<file path="src/rtl/aes_pkg.sv">
// Shared AES constants, FSM state type and S-box tables for the SubBytes stage.
package aes_pkg;

  localparam int unsigned NB_BYTES      = 16;
  localparam int unsigned NB_COLS       = 4;
  localparam int unsigned BYTE_W        = 8;
  localparam int unsigned BYTES_PER_COL = NB_BYTES / NB_COLS;
  localparam int unsigned COL_W         = BYTES_PER_COL * BYTE_W;
  localparam int unsigned STATE_W       = NB_BYTES * BYTE_W;
  localparam int unsigned COL_IDX_W     = 2;

  typedef enum logic [1:0] {
    IDLE = 2'd0,
    RUN  = 2'd1,
    DONE = 2'd2
  } state_t;

  // Forward S-box, indexed by input byte
  localparam logic [7:0] FWD_SBOX [256] = '{
    8'h63, 8'h7c, 8'h77, 8'h7b, 8'hf2, 8'h6b, 8'h6f, 8'hc5, 8'h30, 8'h01, 8'h67, 8'h2b, 8'hfe, 8'hd7, 8'hab, 8'h76,
    8'hca, 8'h82, 8'hc9, 8'h7d, 8'hfa, 8'h59, 8'h47, 8'hf0, 8'had, 8'hd4, 8'ha2, 8'haf, 8'h9c, 8'ha4, 8'h72, 8'hc0,
    8'hb7, 8'hfd, 8'h93, 8'h26, 8'h36, 8'h3f, 8'hf7, 8'hcc, 8'h34, 8'ha5, 8'he5, 8'hf1, 8'h71, 8'hd8, 8'h31, 8'h15,
    8'h04, 8'hc7, 8'h23, 8'hc3, 8'h18, 8'h96, 8'h05, 8'h9a, 8'h07, 8'h12, 8'h80, 8'he2, 8'heb, 8'h27, 8'hb2, 8'h75,
    8'h09, 8'h83, 8'h2c, 8'h1a, 8'h1b, 8'h6e, 8'h5a, 8'ha0, 8'h52, 8'h3b, 8'hd6, 8'hb3, 8'h29, 8'he3, 8'h2f, 8'h84,
    8'h53, 8'hd1, 8'h00, 8'hed, 8'h20, 8'hfc, 8'hb1, 8'h5b, 8'h6a, 8'hcb, 8'hbe, 8'h39, 8'h4a, 8'h4c, 8'h58, 8'hcf,
    8'hd0, 8'hef, 8'haa, 8'hfb, 8'h43, 8'h4d, 8'h33, 8'h85, 8'h45, 8'hf9, 8'h02, 8'h7f, 8'h50, 8'h3c, 8'h9f, 8'ha8,
    8'h51, 8'ha3, 8'h40, 8'h8f, 8'h92, 8'h9d, 8'h38, 8'hf5, 8'hbc, 8'hb6, 8'hda, 8'h21, 8'h10, 8'hff, 8'hf3, 8'hd2,
    8'hcd, 8'h0c, 8'h13, 8'hec, 8'h5f, 8'h97, 8'h44, 8'h17, 8'hc4, 8'ha7, 8'h7e, 8'h3d, 8'h64, 8'h5d, 8'h19, 8'h73,
    8'h60, 8'h81, 8'h4f, 8'hdc, 8'h22, 8'h2a, 8'h90, 8'h88, 8'h46, 8'hee, 8'hb8, 8'h14, 8'hde, 8'h5e, 8'h0b, 8'hdb,
    8'he0, 8'h32, 8'h3a, 8'h0a, 8'h49, 8'h06, 8'h24, 8'h5c, 8'hc2, 8'hd3, 8'hac, 8'h62, 8'h91, 8'h95, 8'he4, 8'h79,
    8'he7, 8'hc8, 8'h37, 8'h6d, 8'h8d, 8'hd5, 8'h4e, 8'ha9, 8'h6c, 8'h56, 8'hf4, 8'hea, 8'h65, 8'h7a, 8'hae, 8'h08,
    8'hba, 8'h78, 8'h25, 8'h2e, 8'h1c, 8'ha6, 8'hb4, 8'hc6, 8'he8, 8'hdd, 8'h74, 8'h1f, 8'h4b, 8'hbd, 8'h8b, 8'h8a,
    8'h70, 8'h3e, 8'hb5, 8'h66, 8'h48, 8'h03, 8'hf6, 8'h0e, 8'h61, 8'h35, 8'h57, 8'hb9, 8'h86, 8'hc1, 8'h1d, 8'h9e,
    8'he1, 8'hf8, 8'h98, 8'h11, 8'h69, 8'hd9, 8'h8e, 8'h94, 8'h9b, 8'h1e, 8'h87, 8'he9, 8'hce, 8'h55, 8'h28, 8'hdf,
    8'h8c, 8'ha1, 8'h89, 8'h0d, 8'hbf, 8'he6, 8'h42, 8'h68, 8'h41, 8'h99, 8'h2d, 8'h0f, 8'hb0, 8'h54, 8'hbb, 8'h16
  };

  // Inverse S-box, indexed by substituted byte
  localparam logic [7:0] INV_SBOX [256] = '{
    8'h52, 8'h09, 8'h6a, 8'hd5, 8'h30, 8'h36, 8'ha5, 8'h38, 8'hbf, 8'h40, 8'ha3, 8'h9e, 8'h81, 8'hf3, 8'hd7, 8'hfb,
    8'h7c, 8'he3, 8'h39, 8'h82, 8'h9b, 8'h2f, 8'hff, 8'h87, 8'h34, 8'h8e, 8'h43, 8'h44, 8'hc4, 8'hde, 8'he9, 8'hcb,
    8'h54, 8'h7b, 8'h94, 8'h32, 8'ha6, 8'hc2, 8'h23, 8'h3d, 8'hee, 8'h4c, 8'h95, 8'h0b, 8'h42, 8'hfa, 8'hc3, 8'h4e,
    8'h08, 8'h2e, 8'ha1, 8'h66, 8'h28, 8'hd9, 8'h24, 8'hb2, 8'h76, 8'h5b, 8'ha2, 8'h49, 8'h6d, 8'h8b, 8'hd1, 8'h25,
    8'h72, 8'hf8, 8'hf6, 8'h64, 8'h86, 8'h68, 8'h98, 8'h16, 8'hd4, 8'ha4, 8'h5c, 8'hcc, 8'h5d, 8'h65, 8'hb6, 8'h92,
    8'h6c, 8'h70, 8'h48, 8'h50, 8'hfd, 8'hed, 8'hb9, 8'hda, 8'h5e, 8'h15, 8'h46, 8'h57, 8'ha7, 8'h8d, 8'h9d, 8'h84,
    8'h90, 8'hd8, 8'hab, 8'h00, 8'h8c, 8'hbc, 8'hd3, 8'h0a, 8'hf7, 8'he4, 8'h58, 8'h05, 8'hb8, 8'hb3, 8'h45, 8'h06,
    8'hd0, 8'h2c, 8'h1e, 8'h8f, 8'hca, 8'h3f, 8'h0f, 8'h02, 8'hc1, 8'haf, 8'hbd, 8'h03, 8'h01, 8'h13, 8'h8a, 8'h6b,
    8'h3a, 8'h91, 8'h11, 8'h41, 8'h4f, 8'h67, 8'hdc, 8'hea, 8'h97, 8'hf2, 8'hcf, 8'hce, 8'hf0, 8'hb4, 8'he6, 8'h73,
    8'h96, 8'hac, 8'h74, 8'h22, 8'he7, 8'had, 8'h35, 8'h85, 8'he2, 8'hf9, 8'h37, 8'he8, 8'h1c, 8'h75, 8'hdf, 8'h6e,
    8'h47, 8'hf1, 8'h1a, 8'h71, 8'h1d, 8'h29, 8'hc5, 8'h89, 8'h6f, 8'hb7, 8'h62, 8'h0e, 8'haa, 8'h18, 8'hbe, 8'h1b,
    8'hfc, 8'h56, 8'h3e, 8'h4b, 8'hc6, 8'hd2, 8'h79, 8'h20, 8'h9a, 8'hdb, 8'hc0, 8'hfe, 8'h78, 8'hcd, 8'h5a, 8'hf4,
    8'h1f, 8'hdd, 8'ha8, 8'h33, 8'h88, 8'h07, 8'hc7, 8'h31, 8'hb1, 8'h12, 8'h10, 8'h59, 8'h27, 8'h80, 8'hec, 8'h5f,
    8'h60, 8'h51, 8'h7f, 8'ha9, 8'h19, 8'hb5, 8'h4a, 8'h0d, 8'h2d, 8'he5, 8'h7a, 8'h9f, 8'h93, 8'hc9, 8'h9c, 8'hef,
    8'ha0, 8'he0, 8'h3b, 8'h4d, 8'hae, 8'h2a, 8'hf5, 8'hb0, 8'hc8, 8'heb, 8'hbb, 8'h3c, 8'h83, 8'h53, 8'h99, 8'h61,
    8'h17, 8'h2b, 8'h04, 8'h7e, 8'hba, 8'h77, 8'hd6, 8'h26, 8'he1, 8'h69, 8'h14, 8'h63, 8'h55, 8'h21, 8'h0c, 8'h7d
  };

endpackage

</file>
<file path="src/rtl/aes_sbox.sv">
// Combinational single-byte S-box lookup.
// SUBBYTES_INV_SBOX_EN adds i_inv to select the inverse table.
module aes_sbox
  import aes_pkg::*;
(
  input  logic [BYTE_W-1:0] i_byte,
`ifdef SUBBYTES_INV_SBOX_EN
  input  logic              i_inv,
`endif
  output logic [BYTE_W-1:0] o_byte_c
);

`ifdef SUBBYTES_INV_SBOX_EN
  // Table select follows the direction latched for the whole block
  assign o_byte_c = i_inv ? INV_SBOX[i_byte] : FWD_SBOX[i_byte];
`else
  // Forward-only lookup
  assign o_byte_c = FWD_SBOX[i_byte];
`endif

endmodule

</file>
<file path="src/rtl/subbytes_iter128.sv">
// Iterative AES SubBytes: one 32-bit column per clock through 4 S-boxes,
// valid/ready on both sides. SUBBYTES_INV_SBOX_EN adds the in_inv input
// selecting the inverse S-box for the whole block.
module subbytes_iter128
  import aes_pkg::*;
(
  input  logic               clk,
  input  logic               rst_n,
  input  logic               in_valid,
  output logic               in_ready,
  input  logic [0:STATE_W-1] in_state,
`ifdef SUBBYTES_INV_SBOX_EN
  input  logic               in_inv,
`endif
  output logic               out_valid,
  input  logic               out_ready,
  output logic [0:STATE_W-1] out_state,
  output logic               busy
);

  state_t                 r_state;
  logic [COL_IDX_W-1:0]   r_col;
  logic [0:STATE_W-1]     r_work;
  logic                   r_out_valid;
  logic                   r_busy;
`ifdef SUBBYTES_INV_SBOX_EN
  logic                   r_inv;
`endif

  logic                   w_accept;
  logic [6:0]             w_col_base;
  logic [0:COL_W-1]       w_col_in;
  logic [0:COL_W-1]       w_col_out;

  // Ready when idle, or when the finished result is being drained this cycle
  assign in_ready   = (r_state == IDLE) || ((r_state == DONE) && out_ready);
  assign w_accept   = in_valid && in_ready;

  // Column currently being substituted
  assign w_col_base = {r_col, 5'b0};
  assign w_col_in   = r_work[w_col_base +: COL_W];

  for (genvar b = 0; b < BYTES_PER_COL; b++) begin : g_sbox
    aes_sbox u_sbox (
      .i_byte   (w_col_in[BYTE_W*b +: BYTE_W]),
`ifdef SUBBYTES_INV_SBOX_EN
      .i_inv    (r_inv),
`endif
      .o_byte_c (w_col_out[BYTE_W*b +: BYTE_W])
    );
  end

  // Control FSM and working register
  always_ff @(posedge clk or negedge rst_n) begin
    if (!rst_n) begin
      r_state     <= IDLE;
      r_col       <= '0;
      r_work      <= '0;
      r_out_valid <= 1'b0;
      r_busy      <= 1'b0;
`ifdef SUBBYTES_INV_SBOX_EN
      r_inv       <= 1'b0;
`endif
    end else if (w_accept) begin
      r_state     <= RUN;
      r_col       <= '0;
      r_work      <= in_state;
      r_out_valid <= 1'b0;
      r_busy      <= 1'b1;
`ifdef SUBBYTES_INV_SBOX_EN
      r_inv       <= in_inv;
`endif
    end else begin
      case (r_state)
        RUN: begin
          r_work[w_col_base +: COL_W] <= w_col_out;
          if (r_col == COL_IDX_W'(NB_COLS - 1)) begin
            // Column index parks at the last column until the next accept
            r_state     <= DONE;
            r_out_valid <= 1'b1;
            r_busy      <= 1'b0;
          end else begin
            r_col <= r_col + COL_IDX_W'(1);
          end
        end
        DONE: begin
          if (out_ready) begin
            r_state     <= IDLE;
            r_out_valid <= 1'b0;
          end
        end
        IDLE: begin
        end
        default: begin
          r_state     <= IDLE;
          r_out_valid <= 1'b0;
          r_busy      <= 1'b0;
        end
      endcase
    end
  end

  assign out_valid = r_out_valid;
  assign out_state = r_work;
  assign busy      = r_busy;

endmodule

</file>
<file path="config.mk">
export PLATFORM = sky130hd
export DESIGN_NAME = subbytes_iter128
export DESIGN_NICKNAME = d
export VERILOG_FILES = /design/src/rtl/aes_pkg.sv /design/src/rtl/aes_sbox.sv /design/src/rtl/subbytes_iter128.sv
export SDC_FILE = /design/constraint.sdc
export NUM_CORES = 1
export LEC_CHECK = 0
export ABC_AREA = 1
export CAP_MARGIN = 10
export CORE_MARGIN = 1.5
export CORE_UTILIZATION = 30
export DETAILED_ROUTE_END_ITERATION = 8
export PLACE_DENSITY = 0.57
export SLEW_MARGIN = 40
export SYNTH_ARGS = -nofsm -noshare
export SYNTH_HDL_FRONTEND = slang
export SYNTH_SLANG_ARGS = --single-unit
</file>
<file path="constraint.sdc">
create_clock -name clk -period 3.1 [get_ports clk]
set_clock_uncertainty 0.1 [all_clocks]
set_input_delay 0.62 -clock clk [delete_from_list [all_inputs] [get_ports clk]]
set_output_delay 0.62 -clock clk [all_outputs]
set_load 0.1 [all_outputs]
</file>
## Word-level counts from Yosys, hierarchy flattened

Memories as Yosys holds them, arrays and structs flattened.
Index checks and enable logic that the tools add are counted.

- Register bits: 134
- ROM bits: 8192
- Bits of input ports: 132
- Output and inout bits: 131
- Logic and storage cells: 65
- Memories kept: 4

Memories:

| name | words | width | rd ports | clocked after Yosys merged registers in | write ports | RTL line | RTL |
|---|---|---|---|---|---|---|---|
| (name not given) | 256 | 8 | 1 | 0 | 0 | aes_sbox.sv:18 | `assign o_byte_c = FWD_SBOX[i_byte];` |
| (name not given) | 256 | 8 | 1 | 0 | 0 | aes_sbox.sv:18 |  |
| (name not given) | 256 | 8 | 1 | 0 | 0 | aes_sbox.sv:18 |  |
| (name not given) | 256 | 8 | 1 | 0 | 0 | aes_sbox.sv:18 |  |

- $add $sub $neg: 2
- Order comparisons: 4
- Eq/ne operators: 8
- Shift-type cells: 3
- Muxes and demuxes: 25
- Bitwise gates (word level): 5
- Reduce and logical (&&, ||, !) cells: 9

Operators with widths:

| kind | number |
|---|---|
| 2-to-1 mux 128 bit | 2 |
| variable shift 129 x 9 -> 128 bit (first input constant) | 1 |
| indexed part select 128 x 8 -> 129 bit | 1 |
| indexed part select 129 x 9 -> 128 bit | 1 |
| bitwise mux 128 bit | 1 |
| 2-to-1 mux 8 bit | 8 |
| >= comparator 9 bit (second input constant) | 4 |
| inverter 8 -> 9 bit | 4 |
| 2-to-1 mux 2 bit | 6 |
| negator 8 -> 9 bit | 1 |
| inverter 7 -> 8 bit | 1 |
| inequality test 3 bit (second input constant) | 2 |
| case mux 2 bit (3 select lines) | 1 |
| 2-to-1 mux 1 bit | 5 |
| == test 2 bit (second input constant) | 2 |
| inequality test 2 bit (second input constant) | 2 |
| AND reduction 2 bit | 2 |
| case mux 1 bit (3 select lines) | 1 |
| AND reduction 3 bit | 1 |
| adder 2 x 1 -> 2 bit (second input constant) | 1 |
| == test 2 x 1 -> 1 bit (second input constant) | 1 |
| logical AND 1 bit | 2 |
| logical NOT 2 bit | 1 |
| inequality test 2 x 1 -> 1 bit (second input constant) | 1 |
| 4 further kinds | 4 |

## Logic depth before layout (Yosys ltp)

Gate-level depths: netlist (run 1).

- Word-level depth: 10
- Gate-level depth with buffers: 24
- Depth with buffers taken out: 21

## Hierarchy

A second synthesis (run 1) with hierarchy kept.

- Cell total of the unflattened synthesis: 3783
- Area, all modules: 19970.4 um2

Modules (own cells, without submodules):

| module | instances | cells each | area an instance (um2) |
|---|---|---|---|
| subbytes_iter128 | 1 | 1257 | 8271.7 |
| aes_sbox (g_sbox[0].u_sbox ...) | 2 | 639 | 2939.1 |
| aes_sbox (g_sbox[2].u_sbox) | 1 | 630 | 2927.8 |
| aes_sbox (g_sbox[3].u_sbox) | 1 | 618 | 2892.8 |

## Worst setup path after synthesis (run 1)

OpenSTA, ideal clock, no wires.

- Path type: flip-flop to flip-flop
- Start: reg r_state[1]
- End: reg r_work, in the netlist out_state[109]
- Setup time: 0.078 ns
- Data arrival time: 3.906 ns
- Slack: -0.984 ns
- Stages on the path, launching flop included: 10
- Period minus slack after synthesis: 4.084 ns
- Cells stage by stage: dfrtp_1 > a21oi_1 > nand2_1 > inv_1 > clkbuf_1 > clkbuf_1 > nand2_1 > nand2_1 > inv_1 > a21oi_1

- Longest elaborated chain between the ends: 5

RTL lines:

| item | RTL line | RTL |
|---|---|---|
| from (decl) | subbytes_iter128.sv:21 | `state_t r_state;` |
| from (signal assigned) | subbytes_iter128.sv:56 | `r_state <= IDLE;` |
| from (signal assigned) | subbytes_iter128.sv:65 | `r_state <= RUN;` |
| from (signal assigned) | subbytes_iter128.sv:79 | `r_state <= DONE;` |
| == test 2 bit | subbytes_iter128.sv:36 | `assign in_ready = (r_state == IDLE) \|\| ((r_state == DONE) && out_ready);` |
| logical AND 1 bit | subbytes_iter128.sv:36 |  |
| logical OR 1 bit (*) | subbytes_iter128.sv:36 |  |
| named net in_ready | subbytes_iter128.sv:10 | `output logic in_ready,` |
| logical AND 1 bit (*) | subbytes_iter128.sv:37 | `assign w_accept = in_valid && in_ready;` |
| 2-to-1 mux 128 bit or nonzero test 2 bit (tied branches) | - |  |
| to (signal assigned) | subbytes_iter128.sv:67 | `r_work <= in_state;` |
| to (signal, indexed assignment) | subbytes_iter128.sv:76 | `r_work[w_col_base +: COL_W] <= w_col_out;` |
| to (decl) | subbytes_iter128.sv:23 | `logic [0:STATE_W-1] r_work;` |

Mark *: on every way through the listed nets, which the timed path passes. The rest lies on a longest branch.
A chain may end at the register's enable or synchronous reset.

## Final worst setup path (run 1)

- Start: reg r_col[0]
- End: reg r_work, in the netlist out_state[21]

- Longest elaborated chain between the ends: 10

RTL lines:

| item | RTL line | RTL |
|---|---|---|
| from (decl) | subbytes_iter128.sv:22 | `logic [COL_IDX_W-1:0] r_col;` |
| from (signal assigned) | subbytes_iter128.sv:83 | `r_col <= r_col + COL_IDX_W'(1);` |
| inverter 7 -> 8 bit (implied by the code) (*) | subbytes_iter128.sv:41, subbytes_iter128.sv:76 |  |
| indexed part select 128 x 8 -> 129 bit | subbytes_iter128.sv:41 | `assign w_col_in = r_work[w_col_base +: COL_W];` |
| inverter 8 -> 9 bit (implied by the code) | aes_sbox.sv:18 |  |
| memory (256 x 8 bit) | - |  |
| 2-to-1 mux 8 bit (implied by the code) (2 in a row) | aes_sbox.sv:18 |  |
| indexed part select 129 x 9 -> 128 bit | subbytes_iter128.sv:76 |  |
| bitwise mux 128 bit (*) | subbytes_iter128.sv:76 |  |
| 2-to-1 mux 128 bit (*) | subbytes_iter128.sv:74 | `case (r_state)` |
| 2-to-1 mux 128 bit (*) | subbytes_iter128.sv:64 | `end else if (w_accept) begin` |

Mark *: on every way between the ends. The rest lies on a longest branch, timed or not. The select of a mux whose other input is x is not followed.

==> results by group, run 1 <==
Clock network
  • Later-pin clock latency in the skew report: 500 ps
  • Max H-tree Level: 4
  • CTS sink count: 133
  • CTS tree: built
  • Clk buf depth: 2
  • Root buf cell: clkbuf_16
  • TritonCTS Buffers: 17
  • Clock transition at path regs: 70 ps

Layout
  • Fin util: 0.451
  • Layout cell share with drive strength beyond 1: 0.261
  • Post-layout nets: 4517
  • Filler cell count: 7108
  • Post-route cell area: 29800 um^2
  • Area grow syn2layout: 47.8%

Global routing
  • Number of global-route vias before repair: 27871
  • Largest net degree at the start of global routing: 71
  • Antenna violations before repair: 5
  • Grt ovf: 0
  • Aggregate global-route resource usage: 0.342
  • First-pass GRT wire length: 181 mm

Detailed routing
  • Residual DRC: 0
  • Vias per inst: 5.79
  • Via count: 30127
  • Initial DRT Pass Iterations: 8
  • DR iter-0 viols: 4173
  • Wire length per cell: 23.8 um
  • Post-route ant nets: 0
  • Routed wire length: 124 mm

Critical path
  • Crit path max fanout: 13
  • Critical Path RT: 3380 ps
  • R2R Path End: out_state[21]
  • Arr. time, crit path: 3310 ps
  • Worst setup EP type: register
  • R2R cell count: 20
  • Worst r2r src: r_col[0]
  • Startpoint class of the critical path: register
  • Crit Path Class: register to register
  • Reg2Reg Setup Slack: 80 ps
  • Critical path origin: r_col[0]

Hold path
  • Worst Hold Class: register to register
  • Min-Delay Path Depth: 2
  • Hold_sp: busy
  • Hold EP: busy

Timing
  • Measured slew at the worst slew-check pin: 596 ps
  • Final hold viol count: 0
  • Final period util: 0.975
  • Final setup vio count: 0
  • Fin crit period: 3020 ps
  • Worst Slack Setup Final: 76.2 ps
  • Max-slew violations: 0
  • F_max: 331 MHz
  • Max_slew headroom: 0.603
  • RSZ-0062 raised after global routing: true
  • Hold_ws: 410 ps

Synthesis
  • Number of synthesized flops with an enable pin: 0
  • Share of the synthesized area in the top cell type: 0.320
  • Count leader, synth: nand3_1
  • Largest area contributor in the netlist: nand3_1
  • Main flop type after synthesis: dfrtp_1
  • Ys Warns: 0
  • Synth area leaders: nand3_1 32%, nand2_1 23%, dfrtp_1 16%
  • Asr flop ratio synth: 1.00
  • Post-synthesis sequential element count: 133
  • Syn_area_per_cell: 5.49 um^2
  • Top cells by count, synth: 1290 x nand3_1, 1249 x nand2_1, 167 x inv_1
  • Post-synth net total: 3869
  • Post-Syn Area: 20200 um^2
  • Sequential area share after synthesis: 0.165
  • Synth Instances: 3677
  • Netlist cell types: 39

Place
  • # port buffers: 262
  • RD Place Congestion: 1.05
  • Place WS: -289 ps
  • Placed cell areas: 27500 um^2
  • Detailed Place HPWL: 91.5 mm

Floorplan
  • Full die area: 68800 um^2
  • Core ar.: 66100 um^2
  • Initial core utilization: 0.305
  • Die H: 262 um
  • Die W: 262 um
  • Number of I/O pins: 263
  • # rows: 94

Outcome
  • Status: finished clean

Flow run
  • Total of max-cap violations: 0
[metrics by stage]
stage               instances  TNS [ps]
global route             5203      -351
finish                   5204         0
CTS                      5162         0
detailed placement       5129     -4160
global placement         5129     -5790
floorplan                3677         0
[state kept, by name, indices dropped and copies added, names as in the netlist]
signal	count
r_col	2
r_state	2
busy	1
out_state	128
[per-layer routing]
layer  track usage  vias up  routed length, um
met2         0.527     2087              54200
met3        0.0672      385              12700
met1         0.460    13965              51000
li1              -    13690                  -
met4         0.159        0               5910
met5             0        -                  0
[cell usage in the layout (no fill, tap or decap), drive strengths merged, types with 2 or more instances in the layout]
cell	count
a21oi	109
a31oi	3
a32oi	7
buf	759
bufbuf	2
clkbuf	25
clkdlybuf4s50	130
clkinv	7
clkinvlp	4
dfrtp	133
diode	4
ha	60
inv	188
nand2	1298
nand3	1301
nand3b	2
nand4	53
nor2	143
nor3	3
o211ai	18
o21ai	59
or2	25
[cell families after synthesis]
logic type | share of synthesized area
muxes | 0.00112
buffers and inverters | 0.110
DFF | 0.165
and+or+nand+nor | 0.627
AOI/OAI and AO/OA | 0.0600
adders and majority gates | 0.0372
[cell type report]
type / count / area [um^2] / share of cell area
inverters: 190 / 742 / 0.0249
well taps: 864 / 1080 / 0.0362
clock buffers: 20 / 447 / 0.0150
multi-input cells: 3086 / 15800 / 0.530
clock inverters: 10 / 85.1 / 0.00285
flip-flops and latches: 133 / 3330 / 0.112
repair buffers: 897 / 8310 / 0.279
diodes: 4 / 10.0 / 0.000336
[repair_timing]
action	4_1_cts	5_1_grt
buffers inserted	0	32
cloned	2	6
gates resized for setup	27	293
hold buffers	1	0
pin swaps	0	40
endpoints found under the hold margin	34	0
endpoints found under the setup margin	66	128
[worst max-delay path: stages, from the launching register on]
cell	delay [ps]
dfrtp_4	550
buf_12	170
buf_12	140
nand2_1	80
nand3_1	100
nand2_2	140
buf_4	150
ha_1	170
inv_1	50
nand2_1	100
buf_4	150
buf_4	150
nand2_1	80
nand3_1	140
nand3_1	110
nand2_1	90
nand3_1	120
nand2_1	110
inv_2	40
nand3_1	80
nand3_1	70
[worst max-delay path by stage]
stage | end | depth (start not counted)
finish | out_state[21] | 20
floorplan | out_state[79] | 17
global placement | out_state[20] | 22
global route | out_state[21] | 21
CTS | out_state[23] | 20
detailed placement | out_state[20] | 22
Power of run 1 is not shown: default switching activity piles up to over one toggle a cycle in this logic, so the estimate is an artifact.
==> run 2: changes to the inputs <==
Settings changed: PLACE_DENSITY 0.57 to 0.58, RECOVER_POWER from default to 50.
Clock period 3.1 ns to 2.49 ns, I/O delays scaled along.
==> run 2 against run 1 <==
Compared with the run above: the flow now finishes with violations (negative setup slack); worst setup slack worse by 520 ps; register-to-register slack got worse by 520 ps; die area unchanged; non-clock buffer count is 189 higher; critical path type unchanged; utilization is 3.7 points higher; sequential share of layout area is 0.46 points lower; fmax is 2.9% higher.
==> results by group, run 2 (same netlist as run 1, synthesis figures left out) <==
Outcome
  • Status: finished, violations left
  • Failing checks: negative setup slack

Clock network
  • Root buf cell: clkbuf_16
  • CTS tree: built
  • Clock transition at path regs: 70 ps
  • TritonCTS Buffers: 17
  • Clk buf depth: 2
  • Later-pin clock latency in the skew report: 500 ps
  • CTS sink count: 133
  • Max H-tree Level: 4

Detailed routing
  • Wire length per cell: 23.0 um
  • DR iter-0 viols: 3794
  • Vias per inst: 5.68
  • Initial DRT Pass Iterations: 8
  • Post-route ant nets: 0
  • Residual DRC: 0
  • Routed wire length: 124 mm
  • Via count: 30610

Global routing
  • Aggregate global-route resource usage: 0.344
  • Antenna violations before repair: 1
  • Number of global-route vias before repair: 28951
  • Largest net degree at the start of global routing: 49
  • Grt ovf: 0
  • First-pass GRT wire length: 182 mm

Flow run
  • Total of max-cap violations: 0

Floorplan
  • Core ar.: 66100 um^2
  • # rows: 94
  • Initial core utilization: 0.305
  • Full die area: 68800 um^2
  • Die W: 262 um
  • Die H: 262 um
  • Number of I/O pins: 263

Timing
  • Hold_ws: 434 ps
  • RSZ-0062 raised after global routing: true
  • Max_slew headroom: 0.231
  • Worst Slack Setup Final: -448 ps
  • Final hold viol count: 0
  • Max-slew violations: 0
  • Measured slew at the worst slew-check pin: 1150 ps
  • F_max: 340 MHz
  • Final setup vio count: 128
  • Fin crit period: 2940 ps
  • Final period util: 1.18

Critical path
  • CP Cell Sequence: buf_12 -> buf_16 -> nand2_2 -> buf_4 -> nand3_4 -> nand2_4 -> buf_6 -> nand2_1 -> nand2_1 -> o21ai_1 -> nand2_1 -> nand3_1 -> nand2_1 -> nand3_1 -> nand2_1 -> inv_2 -> nand3_1 -> nand3_1
  • Critical Path RT: 2760 ps
  • Crit path max fanout: 21
  • Startpoint class of the critical path: register
  • Arr. time, crit path: 3210 ps
  • Slowest Stage Delay on Critical Path: 530 ps
  • Critical path's most frequent cell: nand2_1
  • Worst r2r src: r_col[0]
  • Worst setup EP type: register
  • Critical path's slowest cell: dfrtp_4
  • Critical path origin: r_col[0]
  • Crit Path Class: register to register
  • Reg2Reg Setup Slack: -450 ps

Place
  • Detailed Place HPWL: 94.6 mm
  • RD Place Congestion: 1.07
  • # port buffers: 262

Layout
  • Post-layout nets: 4707
  • Commonest non-fill, non-tap cell in the layout: nand3_1
  • FF+latch area: 3460 um^2
  • Antenna diodes: 0
  • Area grow syn2layout: 60.0%
  • Area of the multi-input gates: 16600 um^2
  • Filler cell count: 6974
  • Layout cell share with drive strength beyond 1: 0.332
  • Most frequent cells in the layout: 1155 x nand3_1, 1135 x nand2_1, 828 x buf_4
  • Max reg flops: 128

Hold path
  • Hold_sp: out_state[8]
  • Worst Hold Class: register to register
-- run 2: path summary, 6_finish.rpt --
path	endpoint	cells after the start
worst max-delay path	out_state[21]	18
worst min-delay path	out_state[8]	2
worst max register to register	out_state[21]	18
worst min register to register	out_state[8]	2
max in group asynchronous	out_state[13]	3
min in group asynchronous	out_state[119]	2
-- run 2: final cells by class --
| class | count | share of cell area |
|---|---|---|
| clock buffers | 18 | 0.0133 |
| clock inverters | 14 | 0.00465 |
| inverters | 190 | 0.0234 |
| multi-input cells | 3087 | 0.514 |
| flip-flops and latches | 133 | 0.107 |
| well taps | 864 | 0.0335 |
| repair buffers | 1086 | 0.304 |
-- run 2: metrics by stage --
stage | TNS (ps) | setup slack (ps) | std cells | area, um^2 | utilization
after global routing | -67960 | -588 | 5392 | 32300 | 0.488
after CTS | -41320 | -457 | 5363 | 31200 | 0.473
final | -43280 | -448 | 5392 | 32300 | 0.488
after floorplan | -557 | -30.8 | 3677 | 20900 | -
after detailed placement | -61240 | -633 | 5319 | 29800 | 0.450
after global placement | -61600 | -647 | 5319 | 29800 | 0.450
-- run 2: routing by layer --
layer | wire length (um) | global-route usage
met2 | 54400 | 0.528
met4 | 5660 | 0.152
met3 | 12400 | 0.0674
met5 | 0 | 0
met1 | 51600 | 0.464
-- run 2: worst max-delay path: cells and delay by family, from the launching register on --
| kind | cells | cell delay, ps |
|---|---|---|
| AOI/OAI and AO/OA | 1 | 70 |
| buffers and inverters | 5 | 680 |
| DFF | 1 | 530 |
| and+or+nand+nor | 12 | 1420 |
-- run 2: timing repair --
action / 4_1_cts / 5_1_grt
gates resized for setup: 197 / 184
buffers inserted: 12 / 23
pin swaps: 22 / 18
endpoints found under the hold margin: 38 / 0
setup endpoints to repair: 128 / 128
gates cloned: 0 / 6
hold buffers: 1 / 0
Power of run 2 is left out for the same reason.
